==> src/rtl/pipe_stage_hs_pkg.sv <==
// pipe_stage_hs_pkg: shared definitions for the handshaked pipeline stage register.
//   - Bit positions of the common control-bundle fields carried between stages.
//   - Stage occupancy state encoding used by the stage FSM.
package pipe_stage_hs_pkg;

  localparam int unsigned CTRL_BRANCH   = 0;
  localparam int unsigned CTRL_MEMTOREG = 1;
  localparam int unsigned CTRL_MEMWRITE = 2;
  localparam int unsigned CTRL_REGWRITE = 3;
  localparam int unsigned CTRL_ADDERSEL = 4;

  typedef enum logic [1:0] {
    ST_EMPTY = 2'd0,
    ST_FULL  = 2'd1,
    ST_SKID  = 2'd2
  } state_e;

endpackage

==> src/rtl/pipe_stage_hs_if.sv <==
// pipe_stage_hs_if: valid/ready handshake channel carrying a data and a control bundle.
//   valid : producer has an entry
//   ready : consumer can accept (transfer when valid & ready)
//   data  : DATA_W data bundle
//   ctrl  : CTRL_W control bundle
// master drives valid/data/ctrl and samples ready; slave is the mirror image.
interface pipe_stage_hs_if #(
  parameter int unsigned DATA_W = 32,
  parameter int unsigned CTRL_W = 8
) ();

  logic              valid;
  logic              ready;
  logic [DATA_W-1:0] data;
  logic [CTRL_W-1:0] ctrl;

  modport master (output valid, output data, output ctrl, input ready);
  modport slave  (input valid, input data, input ctrl, output ready);

endinterface

==> src/rtl/pipe_stage_hs_slot.sv <==
// pipe_stage_hs_slot: one entry of the stage (valid + data + ctrl register).
//   i_clk    : rising-edge clock
//   i_clr    : synchronous clear (reset or flush); wins over load/unload
//   i_load   : capture i_data/i_ctrl and mark valid
//   i_unload : mark invalid (contents left in place)
//   i_data   : data bundle to capture
//   i_ctrl   : control bundle to capture
//   o_valid  : entry held
//   o_data   : held data bundle
//   o_ctrl   : held control bundle
module pipe_stage_hs_slot
  import pipe_stage_hs_pkg::*;
#(
  parameter int unsigned DATA_W   = 32,
  parameter int unsigned CTRL_W   = 8,
  parameter int unsigned CLR_DATA = 1
) (
  input  logic              i_clk,
  input  logic              i_clr,
  input  logic              i_load,
  input  logic              i_unload,
  input  logic [DATA_W-1:0] i_data,
  input  logic [CTRL_W-1:0] i_ctrl,
  output logic              o_valid,
  output logic [DATA_W-1:0] o_data,
  output logic [CTRL_W-1:0] o_ctrl
);

  logic              r_valid;
  logic [DATA_W-1:0] r_data;
  logic [CTRL_W-1:0] r_ctrl;

  always_ff @(posedge i_clk) begin
    if (i_clr) begin
      r_valid <= 1'b0;
      r_ctrl  <= '0;
      // With CLR_DATA=0 the data flops carry no reset/clear at all.
      if (CLR_DATA != 0) r_data <= '0;
    end else if (i_load) begin
      r_valid <= 1'b1;
      r_data  <= i_data;
      r_ctrl  <= i_ctrl;
    end else if (i_unload) begin
      r_valid <= 1'b0;
    end
  end

  assign o_valid = r_valid;
  assign o_data  = r_data;
  assign o_ctrl  = r_ctrl;

endmodule

==> src/rtl/pipe_stage_hs.sv <==
// pipe_stage_hs: handshaked inter-stage pipeline register with flush and optional skid entry.
//   i_clk       : rising-edge clock
//   i_reset     : synchronous active-high reset
//   i_flush     : squash all held entries and any same-cycle incoming entry
//   i_up        : upstream channel (slave): valid/data/ctrl in, ready out
//   o_dn        : downstream channel (master): valid/data/ctrl out, ready in;
//                 ctrl forced to 0 while valid is low
//   o_occupancy : number of entries held (0..2, at most 1 when SKID=0)
// SKID=1 keeps a second entry so upstream ready is a pure register output;
// SKID=0 has a single entry with ready = !out_valid | out_ready.
module pipe_stage_hs
  import pipe_stage_hs_pkg::*;
#(
  parameter int unsigned DATA_W   = 32,
  parameter int unsigned CTRL_W   = 8,
  parameter int unsigned SKID     = 1,
  parameter int unsigned CLR_DATA = 1
) (
  input  logic                  i_clk,
  input  logic                  i_reset,
  input  logic                  i_flush,
  pipe_stage_hs_if.slave        i_up,
  pipe_stage_hs_if.master       o_dn,
  output logic [1:0]            o_occupancy
);

  state_e            r_state;
  state_e            w_state_nxt;
  logic              w_clr;
  logic              w_in_ready;
  logic              w_in_fire;
  logic              w_out_fire;
  logic              w_main_load;
  logic              w_main_unload;
  logic              w_main_from_skid;
  logic              w_skid_load;
  logic              w_skid_unload;
  logic              w_main_valid;
  logic [DATA_W-1:0] w_main_data;
  logic [CTRL_W-1:0] w_main_ctrl;
  logic [DATA_W-1:0] w_main_din;
  logic [CTRL_W-1:0] w_main_cin;
  logic              w_skid_valid;
  logic [DATA_W-1:0] w_skid_data;
  logic [CTRL_W-1:0] w_skid_ctrl;

  assign w_clr = i_reset | i_flush;

  // SKID=1: ready depends on state only, so no out_ready -> in_ready path exists.
  assign w_in_ready = (SKID != 0) ? (r_state != ST_SKID) : (!w_main_valid || o_dn.ready);
  assign w_in_fire  = i_up.valid & w_in_ready;
  assign w_out_fire = w_main_valid & o_dn.ready;

  always_ff @(posedge i_clk) begin
    if (i_reset) r_state <= ST_EMPTY;
    else         r_state <= w_state_nxt;
  end

  always_comb begin
    w_state_nxt      = r_state;
    w_main_load      = 1'b0;
    w_main_unload    = 1'b0;
    w_main_from_skid = 1'b0;
    w_skid_load      = 1'b0;
    w_skid_unload    = 1'b0;
    if (i_flush) begin
      // Slots are cleared directly by w_clr; an incoming fire is simply not loaded.
      w_state_nxt = ST_EMPTY;
    end else begin
      unique case (r_state)
        ST_EMPTY: begin
          if (w_in_fire) begin
            w_state_nxt = ST_FULL;
            w_main_load = 1'b1;
          end
        end
        ST_FULL: begin
          if (w_in_fire && w_out_fire) begin
            w_main_load = 1'b1;
          end else if (w_in_fire) begin
            // Only reachable with SKID=1: downstream stalled, park the new entry.
            w_state_nxt = ST_SKID;
            w_skid_load = 1'b1;
          end else if (w_out_fire) begin
            w_state_nxt   = ST_EMPTY;
            w_main_unload = 1'b1;
          end
        end
        ST_SKID: begin
          if (w_out_fire) begin
            w_state_nxt      = ST_FULL;
            w_main_load      = 1'b1;
            w_main_from_skid = 1'b1;
            w_skid_unload    = 1'b1;
          end
        end
        default: w_state_nxt = ST_EMPTY;
      endcase
    end
  end

  assign w_main_din = w_main_from_skid ? w_skid_data : i_up.data;
  assign w_main_cin = w_main_from_skid ? w_skid_ctrl : i_up.ctrl;

  pipe_stage_hs_slot #(
    .DATA_W   (DATA_W),
    .CTRL_W   (CTRL_W),
    .CLR_DATA (CLR_DATA)
  ) u_main (
    .i_clk    (i_clk),
    .i_clr    (w_clr),
    .i_load   (w_main_load),
    .i_unload (w_main_unload),
    .i_data   (w_main_din),
    .i_ctrl   (w_main_cin),
    .o_valid  (w_main_valid),
    .o_data   (w_main_data),
    .o_ctrl   (w_main_ctrl)
  );

  if (SKID != 0) begin : g_skid
    pipe_stage_hs_slot #(
      .DATA_W   (DATA_W),
      .CTRL_W   (CTRL_W),
      .CLR_DATA (CLR_DATA)
    ) u_skid (
      .i_clk    (i_clk),
      .i_clr    (w_clr),
      .i_load   (w_skid_load),
      .i_unload (w_skid_unload),
      .i_data   (i_up.data),
      .i_ctrl   (i_up.ctrl),
      .o_valid  (w_skid_valid),
      .o_data   (w_skid_data),
      .o_ctrl   (w_skid_ctrl)
    );
  end else begin : g_no_skid
    assign w_skid_valid = 1'b0;
    assign w_skid_data  = '0;
    assign w_skid_ctrl  = '0;
  end

  assign i_up.ready  = w_in_ready;
  assign o_dn.valid  = w_main_valid;
  assign o_dn.data   = w_main_data;
  assign o_dn.ctrl   = w_main_valid ? w_main_ctrl : '0;
  assign o_occupancy = 2'(w_main_valid) + 2'(w_skid_valid);

endmodule

==> src/flat_wrapper.sv <==
// flat-port wrapper written by rule: the top's interface ports become plain ports
module pipe_stage_hs_flat import pipe_stage_hs_pkg::*;
#(
  parameter int unsigned DATA_W   = 32,
  parameter int unsigned CTRL_W   = 8,
  parameter int unsigned SKID     = 1,
  parameter int unsigned CLR_DATA = 1
)
  (i_clk, i_reset, i_flush, o_occupancy, i_up_valid, i_up_data, i_up_ctrl, i_up_ready, o_dn_valid, o_dn_data, o_dn_ctrl, o_dn_ready);
  pipe_stage_hs_if #(.DATA_W(DATA_W), .CTRL_W(CTRL_W)) i_up_i ();
  pipe_stage_hs_if #(.DATA_W(DATA_W), .CTRL_W(CTRL_W)) o_dn_i ();
  input  logic i_clk;
  input  logic i_reset;
  input  logic i_flush;
  output logic [1:0] o_occupancy;
  input wire logic [$bits(i_up_i.valid)-1:0] i_up_valid;
  input wire logic [$bits(i_up_i.data)-1:0] i_up_data;
  input wire logic [$bits(i_up_i.ctrl)-1:0] i_up_ctrl;
  output wire logic [$bits(i_up_i.ready)-1:0] i_up_ready;
  output wire logic [$bits(o_dn_i.valid)-1:0] o_dn_valid;
  output wire logic [$bits(o_dn_i.data)-1:0] o_dn_data;
  output wire logic [$bits(o_dn_i.ctrl)-1:0] o_dn_ctrl;
  input wire logic [$bits(o_dn_i.ready)-1:0] o_dn_ready;
  assign i_up_i.valid = i_up_valid;
  assign i_up_i.data = i_up_data;
  assign i_up_i.ctrl = i_up_ctrl;
  assign i_up_ready = i_up_i.ready;
  assign o_dn_valid = o_dn_i.valid;
  assign o_dn_data = o_dn_i.data;
  assign o_dn_ctrl = o_dn_i.ctrl;
  assign o_dn_i.ready = o_dn_ready;
  pipe_stage_hs #(.DATA_W(DATA_W), .CTRL_W(CTRL_W), .SKID(SKID), .CLR_DATA(CLR_DATA)) u_core (.i_clk(i_clk), .i_reset(i_reset), .i_flush(i_flush), .i_up(i_up_i), .o_dn(o_dn_i), .o_occupancy(o_occupancy));
endmodule
==> config.mk <==
export PLATFORM = sky130hd
export DESIGN_NAME = pipe_stage_hs_flat
export DESIGN_NICKNAME = d
export VERILOG_FILES = /design/src/rtl/pipe_stage_hs_pkg.sv /design/src/rtl/pipe_stage_hs_if.sv /design/src/rtl/pipe_stage_hs_slot.sv /design/src/rtl/pipe_stage_hs.sv /design/src/flat_wrapper.sv
export SDC_FILE = /design/constraint.sdc
export NUM_CORES = 1
export LEC_CHECK = 0
export ABC_AREA = 1
export ABC_CLOCK_PERIOD_IN_PS = 1320
export CAP_MARGIN = 25
export CORE_MARGIN = 10
export CORE_UTILIZATION = 45
export CTS_BUF_LIST = sky130_fd_sc_hd__clkbuf_16
export CTS_CLUSTER_SIZE = 12
export DETAILED_ROUTE_END_ITERATION = 10
export PLACE_DENSITY = 0.75
export SYNTH_ARGS = -nofsm -noshare
export SYNTH_HDL_FRONTEND = slang
export SYNTH_SLANG_ARGS = --single-unit
==> constraint.sdc <==
create_clock -name i_clk -period 1.32 [get_ports i_clk]
set_input_delay 0.33 -clock i_clk [delete_from_list [all_inputs] [get_ports i_clk]]
set_output_delay 0.33 -clock i_clk [all_outputs]
set_load 0.02 [all_outputs]
# Word-level counts from Yosys, hierarchy flattened
# Index checks and enable logic that the tools add are counted.
# word_totals
reg_bits,84
in_bits,45
# op_classes
eq_ne,7
mux,27
reduce_logical,6
bitwise,3
add_sub_neg,1
# ops
operator,count
two-way mux 32 bit,1
two-way mux 1 bit,17
two-way mux 8 bit,2
two-way mux 2 bit,5
case mux 2 bit (3 select lines),1
inequality test 2 x 1 -> 1 bit (second input constant),2
inequality test 2 bit (second input constant),2
AND reduction 4 bit,1
nonzero test 2 bit,2
inequality test 3 x 1 -> 1 bit (second input constant),1
case mux 1 bit (3 select lines),1
adder 1 x 1 -> 2 bit,1
bitwise AND 1 bit,2
== test 2 x 1 -> 1 bit (second input constant),1
== test 2 bit (second input constant),1
zero test 2 bit,1
OR reduction 2 bit,1
logical AND 1 bit,1
OR 1 bit,1

# Longest topological paths before layout
# logic_depth
depth_word,8
depth_mapped,9
mapped_depth_nobuf,7

# Modules after synthesis
# Synthesis repeated with hierarchy kept, for this count alone.
# unflattened
hier_cells,529
area_unflattened_um2,3580.9
# by_module_without_submodules
mod,instances,area_per_inst_um2,cells_each,seq_area_each_um2
pipe_stage_hs_slot,2,1403.8,178,820.8
pipe_stage_hs,1,773.2,173,40.0

# Worst setup path before layout
# OpenSTA, ideal clock, no wires.
# synth_timing
path_type,reg2reg
start,register u_core.u_main.r_valid (netlist: u_core.u_main.o_valid)
end,register u_core.u_main.r_data[5] (netlist: u_core.u_main.o_data[5])
n_path_buf,2
setup_time_ns,0.111
t_arrival_ns,1.334
slack_ns,-0.125
path_stages_with_launch,10
cell_sequence,dfxtp_1 buf_4 nand2_4 inv_4 nand3_4 buf_6 nand2_1 nand2_1 nor2_2 nor2_2
# synth_between
elab_chain_cells,5
word_cells_on_any_way,9
# synth_rtl
element,line_no,rtl
from (decl),pipe_stage_hs_slot.sv:29,logic r_valid;
from (signal assigned),pipe_stage_hs_slot.sv:35,r_valid <= 1'b0;
from (signal assigned),pipe_stage_hs_slot.sv:40,r_valid <= 1'b1;
from (signal assigned),pipe_stage_hs_slot.sv:44,r_valid <= 1'b0;
bitwise AND 1 bit *,pipe_stage_hs.sv:52,assign w_out_fire = w_main_valid & o_dn.ready;
logical AND 1 bit / two-way mux 1 bit (equally long branches),"pipe_stage_hs.sv:78, pipe_stage_hs.sv:90",
two-way mux 1 bit (on tied branches),"pipe_stage_hs.sv:78, pipe_stage_hs.sv:70",
case mux 1 bit (3 select lines) / two-way mux 1 bit (equally long branches),"pipe_stage_hs.sv:70, pipe_stage_hs.sv:66",
two-way mux 1 bit / two-way mux 32 bit (equally long branches),"pipe_stage_hs.sv:66, pipe_stage_hs.sv:102",
to (signal assigned),pipe_stage_hs_slot.sv:41,r_data <= i_data;
to (decl),pipe_stage_hs_slot.sv:30,logic [DATA_W-1:0] r_data;
# Mark *: on every way between the ends. The rest lies on a longest branch, timed or not.
# A chain may end at the register's enable or synchronous reset.

# Final worst setup path
# layout_timing
start,register u_core.u_main.r_valid (netlist: u_core.u_main.o_valid)
end,register u_core.u_main.r_data[1] (netlist: u_core.u_main.o_data[1])
# Same word-level chain as after synthesis.

==> flow_metrics.tcl <==
set metrics [dict create \
    grt_max_degree 36 \
    reg2reg_slack_ps -150 \
    vias 4054 \
    layout_common_cells "nand2_1 (165), nor2_1 (127), inv_1 (89)" \
    worstMarginPinSlew_ps 278.2 \
    io_pins 89 \
    gp_congestion 0.7907 \
    finalHoldViolCount 0 \
    dr.pass1.iters 4 \
    diodes 0 \
    first_global_vias 3888 \
    final_cells 885 \
    yosysWarnings 0 \
    hold_depth 2 \
    fillCellCount 771 \
    cts-buffers-inserted 9 \
    initial_core_util_pct 46.17 \
    fin_skew_ps 10.96 \
    nets 797 \
    drive_gt1_share_pct 26.98 \
    dieArea_um2 13780 \
    critPathKind "reg2reg" \
    clk-insertion-delay-late_ps 330 \
    core_area_um2 9240 \
    status "finished, violations left" \
    async_flop_share_pct 0 \
    clk_pin_slew_ps 70 \
    antenna_found_initial 0 \
    drc 0 \
    pre_cts_slack_ps -514.5 \
    cts_buffer_depth 2 \
    cp-start-kind "register" \
    ys_types 23 \
    wl_per_cell_um 13.63 \
    r2r-start "u_core.u_main.o_valid" \
    worstPathArrival_ps 1710 \
    ir_drop_uv 747.4 \
    hold_class "reg2reg" \
    reg2reg_to "u_core.u_main.o_data[1]" \
    cts_max_level 3 \
    drt_first_iter_violations 143 \
    overflow 0 \
    synth-edff-count 0 \
    maxCapViolCount 0 \
    synth_cells 643 \
    setup_tns_ps -6465 \
    violations "setup timing" \
    fin_crit_ps 1473 \
    dp_hpwl_um 7517 \
    cts_tree "built" \
    hold_slack_ps 513.8 \
    power.density_nw_per_um2 958.5 \
    synth.avg_cell_area_um2 6.635 \
    routed_via_density 4.581 \
    place_inst 856 \
    multi_input_area_um2 2232 \
    end_kind "register" \
    clock_sinks 84 \
    grt_pass1_wl_um 18510 \
    synth_seq_cells 84 \
    drv_slew 0 \
    setup_viol 89 \
    reg2reg_depth 10 \
    io_buffers 88 \
    holdPathEnd "u_core.g_skid.u_skid.o_data[28]" \
    worstPathRequired_ps 1550 \
    fmax_mhz 678.9 \
    min_from "u_core.g_skid.u_skid.o_data[28]" \
    die_w_um 117.4 \
    rows 35 \
    synth_area_um2 4267 \
    p_leak_nw 2.719 \
    synthFlopType "dfxtp_1" \
    fin_crit_sh_pct 111.6 \
    die_height_um 117.4 \
    relSlewSlack_pct 81.45 \
    setup_ws_ps -152.9 \
    ys_seq_area_share_pct 39.41 \
    final_common_cell "nand2_1" \
    layout.area.seq_um2 1689 \
    routed_wirelength_um 12060 \
    worstPathMaxFanout 10 \
    ant_nets 0 \
    total_power_w 0.005878 \
    cts_root_buffer "clkbuf_16" \
    syn2layout_area_growth_pct 43.72 \
    track_usage_pct 15.62 \
    rsz0062_at_grt "true" \
    synth_fp_nets 689 \
]
timing repair:
item	CTS	global route
hold buffers	0	0
gates cloned	1	6
endpoints found under the hold margin	0	0
resized for setup	164	90
buffers inserted	3	3
endpoints found under the setup margin	126	115
pin swaps	0	19
worst max-delay path, stage by stage (launching register included):
cell	delay, ps
dfxtp_4	370
buf_12	130
nand2_8	60
o21ai_4	70
nand2_2	100
nor2_4	120
buf_12	140
clkbuf_16	150
nand2_1	50
nor2_1	100
nor2_1	50
area by class of cell:
cell class / instances / area share (%)
clock inverter: 7 / 0.7958
clock buffer: 9 / 3.673
multi-input combinational: 431 / 36.40
tap: 129 / 2.632
inverter: 95 / 5.856
timing repair buffer: 130 / 23.10
sequential: 84 / 27.55
synthesized netlist by cell type (2+ instances only):
master | number | share of area [%]
o21ai_0 | 41 | 4.8
nand2_4 | 2 | 0.53
nor2_2 | 67 | 9.8
a21oi_1 | 3 | 0.35
nor2_4 | 2 | 0.53
buf_2 | 4 | 0.47
inv_1 | 92 | 8.1
buf_6 | 20 | 5.3
inv_2 | 2 | 0.18
nor2_1 | 137 | 12
dfxtp_1 | 84 | 39
nand2_1 | 170 | 15
nand3_4 | 2 | 0.82
clkbuf_1 | 8 | 0.70
logic make-up after synthesis:
family,synth area share [%]
AOI/OAI and AO/OA,5.543
buffers and inverters,15.04
DFF,39.41
and+or+nand+nor,39.71
adders and majority gates,0.2932
where the power goes:
group	leakage (nW)	internal (W)	switching, W
logic	1.90	0.000405	0.000485
clock network	0.134	0.00128	0.00106
registers	0.683	0.00260	0.0000389
layer usage:
| layer | vias to the layer above | wire length (um) | global-route usage, % |
|---|---|---|---|
| met5 | - | 0 | 0 |
| met4 | 0 | 274 | 5.243 |
| met1 | 1849 | 5105 | 18.03 |
| met2 | 87 | 6144 | 27.34 |
| met3 | 23 | 539 | 3.885 |
| li1 | 2095 | - | - |
registers in the layout (all words and copies together) (netlist names):
register                      flops
u_core.g_skid.u_skid.o_data      32
u_core.u_main.o_data             32
u_core.g_skid.u_skid.o_ctrl       8
u_core.u_main.o_ctrl              8
u_core.r_state                    2
u_core.g_skid.u_skid.o_valid      1
u_core.u_main.o_valid             1
through the flow:
stage	utilization, %	area (um2)
floorplan	-	4274
finish	66.36	6132
global route	66.36	6132
CTS	62.51	5776
global placement	58.61	5415
detailed placement	58.61	5415
worst max path at each step:
stage | end | from | slack (ps) | cells past startpoint
6_report | u_core.u_main.o_data[1] | u_core.u_main.o_valid | -150 | 10
5_1_grt | u_core.u_main.o_data[23] | u_core.u_main.o_valid | -230 | 10
4_1_cts | u_core.u_main.o_data[21] | u_core.u_main.o_valid | -140 | 9
3_5_place_dp | u_core.u_main.o_data[21] | i_up_valid | -510 | 9
3_3_place_gp | u_core.u_main.o_data[25] | i_up_valid | -480 | 9
2_1_floorplan | u_core.u_main.o_data[5] | u_core.u_main.o_valid | 2 | 9
(Power assumes the default switching activity.)
